## config.mk

```make
export PLATFORM = sky130hd
export DESIGN_NAME = mul_rs_dispatch
export DESIGN_NICKNAME = d
export VERILOG_FILES = /design/src/rtl/mul_rs_dispatch.sv
export SDC_FILE = /design/constraint.sdc
export NUM_CORES = 1
export LEC_CHECK = 0
export ABC_AREA = 1
export CAP_MARGIN = 25
export CORE_AREA = 2 2 110 155
export CTS_BUF_LIST = sky130_fd_sc_hd__clkbuf_8 sky130_fd_sc_hd__clkbuf_16
export CTS_CLUSTER_DIAMETER = 40
export DETAILED_ROUTE_END_ITERATION = 6
export DIE_AREA = 0 0 112 157
export GPL_ROUTABILITY_DRIVEN = 0
export MAX_ROUTING_LAYER = met4
export PLACE_DENSITY = 0.66
export SYNTH_ARGS = -nofsm -noshare
export SYNTH_HDL_FRONTEND = slang
export SYNTH_SLANG_ARGS = --single-unit
```

## constraint.sdc

```tcl
create_clock -name clk2 -period 2.9 [get_ports clk2]
set_input_delay 0.58 -clock clk2 [delete_from_list [all_inputs] [get_ports clk2]]
set_output_delay 0.58 -clock clk2 [all_outputs]
set_load 0.05 [all_outputs]
```

## src/rtl/mul_rs_dispatch.sv

```systemverilog
// mul_rs_dispatch: mul/div reservation station. It snoops the CDB and dispatches one ready op at a time.
// Define MUL_RS_AGE_EN to dispatch the oldest ready entry instead of the lowest-index ready entry.
module mul_rs_dispatch #(
  parameter int NUM_ENTRIES = 3,
  parameter int DATA_W      = 8,
  parameter int TAG_W       = 3,
  parameter int REG_W       = 4,
  parameter int FUNC_W      = 4
) (
  input  logic              clk2,
  input  logic              rst,
  input  logic              issue_valid,
  output logic              issue_ready,
  input  logic [FUNC_W-1:0] issue_func,
  input  logic [REG_W-1:0]  issue_rd,
  input  logic [TAG_W-1:0]  issue_rob,
  input  logic              issue_r1,
  input  logic [DATA_W-1:0] issue_v1,
  input  logic [TAG_W-1:0]  issue_t1,
  input  logic              issue_r2,
  input  logic [DATA_W-1:0] issue_v2,
  input  logic [TAG_W-1:0]  issue_t2,
  input  logic              cdb_valid,
  input  logic [TAG_W-1:0]  cdb_tag,
  input  logic [DATA_W-1:0] cdb_data,
  output logic              ex_b,
  output logic [2:0]        rs_index,
  output logic [DATA_W-1:0] rs1_data,
  output logic [DATA_W-1:0] rs2_data,
  output logic [FUNC_W-1:0] func,
  output logic [TAG_W-1:0]  rob_ind,
  output logic [REG_W-1:0]  rd,
  input  logic              exec_done,
  input  logic [2:0]        exec_idx,
  output logic [2:0]        mul_count
);

  typedef struct packed {
    logic              busy;
    logic              exec;
    logic [FUNC_W-1:0] func;
    logic [REG_W-1:0]  rd;
    logic [TAG_W-1:0]  rob;
    logic              r1;
    logic [DATA_W-1:0] v1;
    logic [TAG_W-1:0]  t1;
    logic              r2;
    logic [DATA_W-1:0] v2;
    logic [TAG_W-1:0]  t2;
  } entry_t;

  typedef enum logic {S_IDLE, S_WAIT} state_t;

  entry_t     ent [NUM_ENTRIES];
  entry_t     new_ent;
  entry_t     sel_ent;
  state_t     state;
  logic       have_free;
  logic       have_ready;
  logic       issue_acc;
  logic       done_acc;
  logic [2:0] free_idx;
  logic [2:0] sel_idx;

  function automatic logic is_ready(entry_t e);
    return e.busy && !e.exec && e.r1 && e.r2;
  endfunction

  // Descending scan so the lowest free index wins.
  // NOTE: every always_comb output gets a default first so no latch is inferred.
  always_comb begin
    have_free = 1'b0;
    free_idx  = '0;
    for (int i = NUM_ENTRIES - 1; i >= 0; i--) begin
      if (!ent[i].busy) begin
        have_free = 1'b1;
        free_idx  = 3'(i);
      end
    end
  end

  assign issue_ready = have_free;
  assign issue_acc   = issue_valid && have_free;
  assign done_acc    = (state == S_WAIT) && exec_done && (exec_idx == rs_index);

  // A new entry captures a same-cycle CDB broadcast for any operand it is still waiting on.
  always_comb begin
    new_ent      = '0;
    new_ent.busy = 1'b1;
    new_ent.func = issue_func;
    new_ent.rd   = issue_rd;
    new_ent.rob  = issue_rob;
    new_ent.t1   = issue_t1;
    new_ent.t2   = issue_t2;
    new_ent.r1   = issue_r1 || (cdb_valid && cdb_tag == issue_t1);
    new_ent.r2   = issue_r2 || (cdb_valid && cdb_tag == issue_t2);
    new_ent.v1   = issue_r1 ? issue_v1 : cdb_data;
    new_ent.v2   = issue_r2 ? issue_v2 : cdb_data;
  end

`ifdef MUL_RS_AGE_EN
  localparam logic [TAG_W-1:0] AGE_MAX = '1;
  logic [TAG_W-1:0] age [NUM_ENTRIES];
  logic [TAG_W-1:0] best_age;

  always_ff @(posedge clk2) begin
    for (int i = 0; i < NUM_ENTRIES; i++) begin
      if (rst || (issue_acc && free_idx == 3'(i)))
        age[i] <= '0;
      else if (ent[i].busy && age[i] != AGE_MAX)
        age[i] <= age[i] + 1'b1;
    end
  end

  // A strictly-greater compare keeps the lowest index on equal ages.
  always_comb begin
    have_ready = 1'b0;
    sel_idx    = '0;
    sel_ent    = '0;
    best_age   = '0;
    for (int i = 0; i < NUM_ENTRIES; i++) begin
      if (is_ready(ent[i]) && (!have_ready || age[i] > best_age)) begin
        have_ready = 1'b1;
        sel_idx    = 3'(i);
        sel_ent    = ent[i];
        best_age   = age[i];
      end
    end
  end
`else
  always_comb begin
    have_ready = 1'b0;
    sel_idx    = '0;
    sel_ent    = '0;
    for (int i = NUM_ENTRIES - 1; i >= 0; i--) begin
      if (is_ready(ent[i])) begin
        have_ready = 1'b1;
        sel_idx    = 3'(i);
        sel_ent    = ent[i];
      end
    end
  end
`endif

  // NOTE: sequential state uses non-blocking assignments only, so every read sees pre-edge values.
  always_ff @(posedge clk2) begin
    if (rst) begin
      // NOTE: only busy/exec are reset; payload fields are don't-care until the entry is loaded.
      for (int i = 0; i < NUM_ENTRIES; i++) begin
        ent[i].busy <= 1'b0;
        ent[i].exec <= 1'b0;
      end
      state     <= S_IDLE;
      ex_b      <= 1'b0;
      rs_index  <= '0;
      rs1_data  <= '0;
      rs2_data  <= '0;
      func      <= '0;
      rob_ind   <= '0;
      rd        <= '0;
      mul_count <= '0;
    end else begin
      for (int i = 0; i < NUM_ENTRIES; i++) begin
        if (issue_acc && free_idx == 3'(i)) begin
          ent[i] <= new_ent;
        end else if (done_acc && rs_index == 3'(i)) begin
          ent[i].busy <= 1'b0;
          ent[i].exec <= 1'b0;
        end else begin
          if (state == S_IDLE && have_ready && sel_idx == 3'(i))
            ent[i].exec <= 1'b1;
          if (ent[i].busy && cdb_valid && !ent[i].r1 && ent[i].t1 == cdb_tag) begin
            ent[i].r1 <= 1'b1;
            ent[i].v1 <= cdb_data;
          end
          if (ent[i].busy && cdb_valid && !ent[i].r2 && ent[i].t2 == cdb_tag) begin
            ent[i].r2 <= 1'b1;
            ent[i].v2 <= cdb_data;
          end
        end
      end

      mul_count <= mul_count + 3'(issue_acc) - 3'(done_acc);

      ex_b <= 1'b0;
      case (state)
        S_IDLE: begin
          if (have_ready) begin
            ex_b     <= 1'b1;
            rs_index <= sel_idx;
            rs1_data <= sel_ent.v1;
            rs2_data <= sel_ent.v2;
            func     <= sel_ent.func;
            rob_ind  <= sel_ent.rob;
            rd       <= sel_ent.rd;
            state    <= S_WAIT;
          end
        end
        S_WAIT: begin
          if (done_acc)
            state <= S_IDLE;
        end
        default: state <= S_IDLE;
      endcase
    end
  end

endmodule

```

==> impl.org, run 1 <==
** Setup path
- CP required :: about 2.3 ns
- Critical path arrival :: between 1.5 and 2 ns
- Startpoint kind of the worst setup timing path :: flip-flop
- The worst setup path is captured at a primary output.
- Of all nets on the critical path, the largest fanout is 7.
- The critical path is of the flip-flop to primary output type.

** Clock tree
- Once the clock tree was built, the setup fixing pass inserted 0 buffers.
- Level count of the clock H-tree :: 4
- The longest clock path from root to sink contains 2 buffers.
- Clock network latency to the later pin of the worst-skew pair :: 0.42 ns
- The number of clock buffers added by TritonCTS is 17.
- Number of clock sinks :: roughly 150
- Root Driver :: clkbuf_16
- TritonCTS built the clock tree.
- Resize count post-CTS :: 0
- Clock-pin slew was measured on the worst setup and hold paths at around 0.060 ns.
- Hold repair after CTS inserted 0 buffers.

** Route
- Summed over all layers, the routed wires come to approximately 17 mm.
- DR iter-0 viols :: 373
- Routed wire length per instance :: roughly 14 um
- For this run, design rule violations remaining after detail routing come to 0.
- Dividing the detail-routed via count by the number of cells gives just under 5.
- Number of search-and-repair iterations in the first detailed-routing pass :: 5
- Across all layers, the routed design uses around 5.6k vias.
- Once detail routing completed, the nets flagged for antenna violations numbered 0.

** Floorplanning
- The floorplan step defined a core boundary enclosing about 16000 um2.
- For this design the top-level I/O count stands at 89.
- The floorplan has between 50 and 60 rows.
- Die W :: 112 um
- Die height :: ~160 um
- Initial standard-cell utilization of the core :: about 44%
- The die covers about 18000 um2.

** Place
- Once detailed placement completed, the half-perimeter wirelength came to about 12 mm.
- DP Worst Slack :: about 0.14 ns
- Count of buffers inserted at the top-level ports :: between 80 and 90

** Yosys
- For this run, asynchronously set or reset flops after synthesis account for 0%.
- The number of nets handed over by synthesis was a little under 900.
- Most frequent cell after synthesis :: nand2_1
- The synthesized design contains approximately 150 register bits.
- Total standard cell area after synthesis :: just over 7000 um2
- Gate count after technology mapping :: ~840
- Top cells by area, synth :: edfxtp_1, nand2_1, dfxtp_1
- Sequential-to-total area share from yosys stat :: between 50% and 60%
- Number of distinct library cells after synthesis :: 33
- The top cell type by area accounts for 46.7% of the synthesized area.
- Post-synthesis average cell area :: approximately 8.5 um2
- Among all flip-flop cells after synthesis, the most frequent one is edfxtp_1.
- Yosys printed 0 warnings.
- The synthesized design contains approximately 110 enable-type register cells.
- In the synthesized netlist, the cells that appear most often are nand2_1, edfxtp_1, nor2_1, inv_1, nand3_1.
- Summed over all instances, the cell type with the most area after synthesis is edfxtp_1.

** GRT
- Global routing consumed, over all layers together, approximately 20% of the routing resources.
- Wire length of the first global-routing pass :: ~27 mm
- The initial antenna violation count is 0.
- Via count of the first global-routing pass :: roughly 5.4k
- GRT Residual Overflow :: 0
- Maximum number of pins on one net before global-route repair :: 57

** Worst hold path
- The tightest min-delay check is of the flip-flop to flip-flop type.

** Pwr
- VDD sags by at most approximately 330 uV.
- Leakage power summed over all cells :: roughly 3.8 nW
- In this run the power density over the cells is 597 nW/um2.

** Outcome
- Status :: finished, final reports clean

** STA
- Relative slew slack :: 47.0%
- Summed over all failing endpoints, the final setup total negative slack is 0 ns.
- At the pin with the least slew margin, the transition time is 0.795 ns.
- Across the routed clock network, the largest skew measured is approximately 0.0086 ns.
- Setup violations remaining at the end of the flow were counted as 0.
- Setup slack after layout :: around 0.37 ns
- Setup repair after global routing left no endpoint under its margin.
- Final Max Slew Viols :: 0
- Hold violation count in the final report :: 0
- Final worst path period share :: slightly below 90%
- Period minus WS final :: between 2 and 3 ns
- Achievable Freq :: ~400 MHz

** Final layout
- Fraction of layout instances using a drive strength above 1 :: under 10%
- Final antenna diode count :: 0
- The net count of the finished layout is a little under 1k.
- The area growth from synthesis to layout is 23.9%.

** Job
- Number of max-cap violations :: 0
-- kinds of logic (layout without fill, tap and decap cells) --
| logic type | Yosys count | in the layout | synth area share, % |
|---|---|---|---|
| simple gates | 503 | 503 | 30.2 |
| flops | 145 | 145 | 56.2 |
| buf+inv | 126 | 236 | 8.07 |
| compound gates | 45 | 45 | 3.22 |
| xor+xnor | 13 | 13 | 1.59 |
| fa+ha+maj | 3 | 3 | 0.630 |
| other cells | 1 | 1 | 0.0525 |
-- routing by layer --
layer	routed length (um)	vias to the layer above	track usage [%]
met1	6880	2498	24.0
met5	0	-	-
met2	8570	154	35.0
li1	-	2894	-
met3	719	28	3.35
met4	348	0	7.61
-- report_power, final --
group	total [mW]	internal [mW]	switching (mW)	leakage, nW
clock	2.27	1.32	0.951	0.297
sequential	2.37	2.33	0.0375	1.30
combinational	0.647	0.234	0.414	2.15
total	5.28	3.88	1.40	3.75
-- per-stage QoR --
step                      utilization (%)  hold WS (ns)  std cells  instance area [um2]  power (mW)
after floorplan                         -         0.457        836                 7140        2.82
after global placement               51.1         0.504       1113                 8240        3.05
after detailed placement             51.1         0.482       1113                 8240        3.06
after CTS                            55.0         0.491       1145                 8850        5.32
after global routing                 55.0         0.518       1145                 8850        5.49
final                                55.0         0.493       1145                 8850        5.28
-- final timing paths --
path                   start           end  slack, ns  depth (start not counted)
hold reg to reg        state         state       0.49                          2
hold / removal         state         state       0.49                          2
setup / recovery  ent[0][36]   issue_ready       0.37                          2
setup reg to reg  ent[0][36]  mul_count[2]       0.71                          8
-- layout make-up --
class | instances | area [um2]
Sequential cell | 145 | 4010
Clock inverter | 15 | 191
Fill cell | 1503 | 7250
Timing Repair Buffer | 112 | 1070
Inverter | 92 | 345
Tap cell | 199 | 249
Multi-Input combinational cell | 565 | 2560
Clock buffer | 17 | 425
-- cell usage in the layout (no fill, tap or decap), types with 5 or more instances in the layout --
cell,n
xor2_1,6
inv_1,87
nor2_1,110
clkbuf_16,17
nand2_1,265
nand3_1,84
dfxtp_1,34
nor2_2,6
inv_2,5
nand4_1,22
inv_8,5
edfxtp_1,111
buf_4,24
xnor2_1,7
o21ai_0,37
clkdlybuf4s50_1,87
-- critical path, stage by stage (launching register included) --
cell and delay (ns):
edfxtp_1 0.52, nand3_1 0.19, clkdlybuf4s50_1 0.82
-- flip-flops by register name (all words and copies together), names as in the netlist --
name and cells:
rs_index 2, state 1, rs1_data 8, rs2_data 8, ex_b 1, func 4
ent 111, rob_ind 3, rd 4, mul_count 3
Power figures use the tool's default switching activity.
==> run 2, diff against run 1 <==
--- a/config.mk
+++ b/config.mk
@@ -6,6 +6,7 @@
 export NUM_CORES = 1
 export LEC_CHECK = 0
 export ABC_AREA = 1
+export ABC_CLOCK_PERIOD_IN_PS = 2900
 export CAP_MARGIN = 25
 export CORE_AREA = 2 2 110 155
 export CTS_BUF_LIST = sky130_fd_sc_hd__clkbuf_8 sky130_fd_sc_hd__clkbuf_16
==> results of run 2 <==
Final layout, timing and power as in run 1 (identical DEF).
==> run 3, diff against run 2 <==
--- a/config.mk
+++ b/config.mk
@@ -14,6 +14,7 @@
 export DETAILED_ROUTE_END_ITERATION = 6
 export DIE_AREA = 0 0 112 157
 export GPL_ROUTABILITY_DRIVEN = 0
+export HOLD_SLACK_MARGIN = 0.1
 export MAX_ROUTING_LAYER = met4
 export PLACE_DENSITY = 0.66
 export SYNTH_ARGS = -nofsm -noshare
==> results of run 3 <==
Final layout, timing and power as in run 1 (identical DEF).
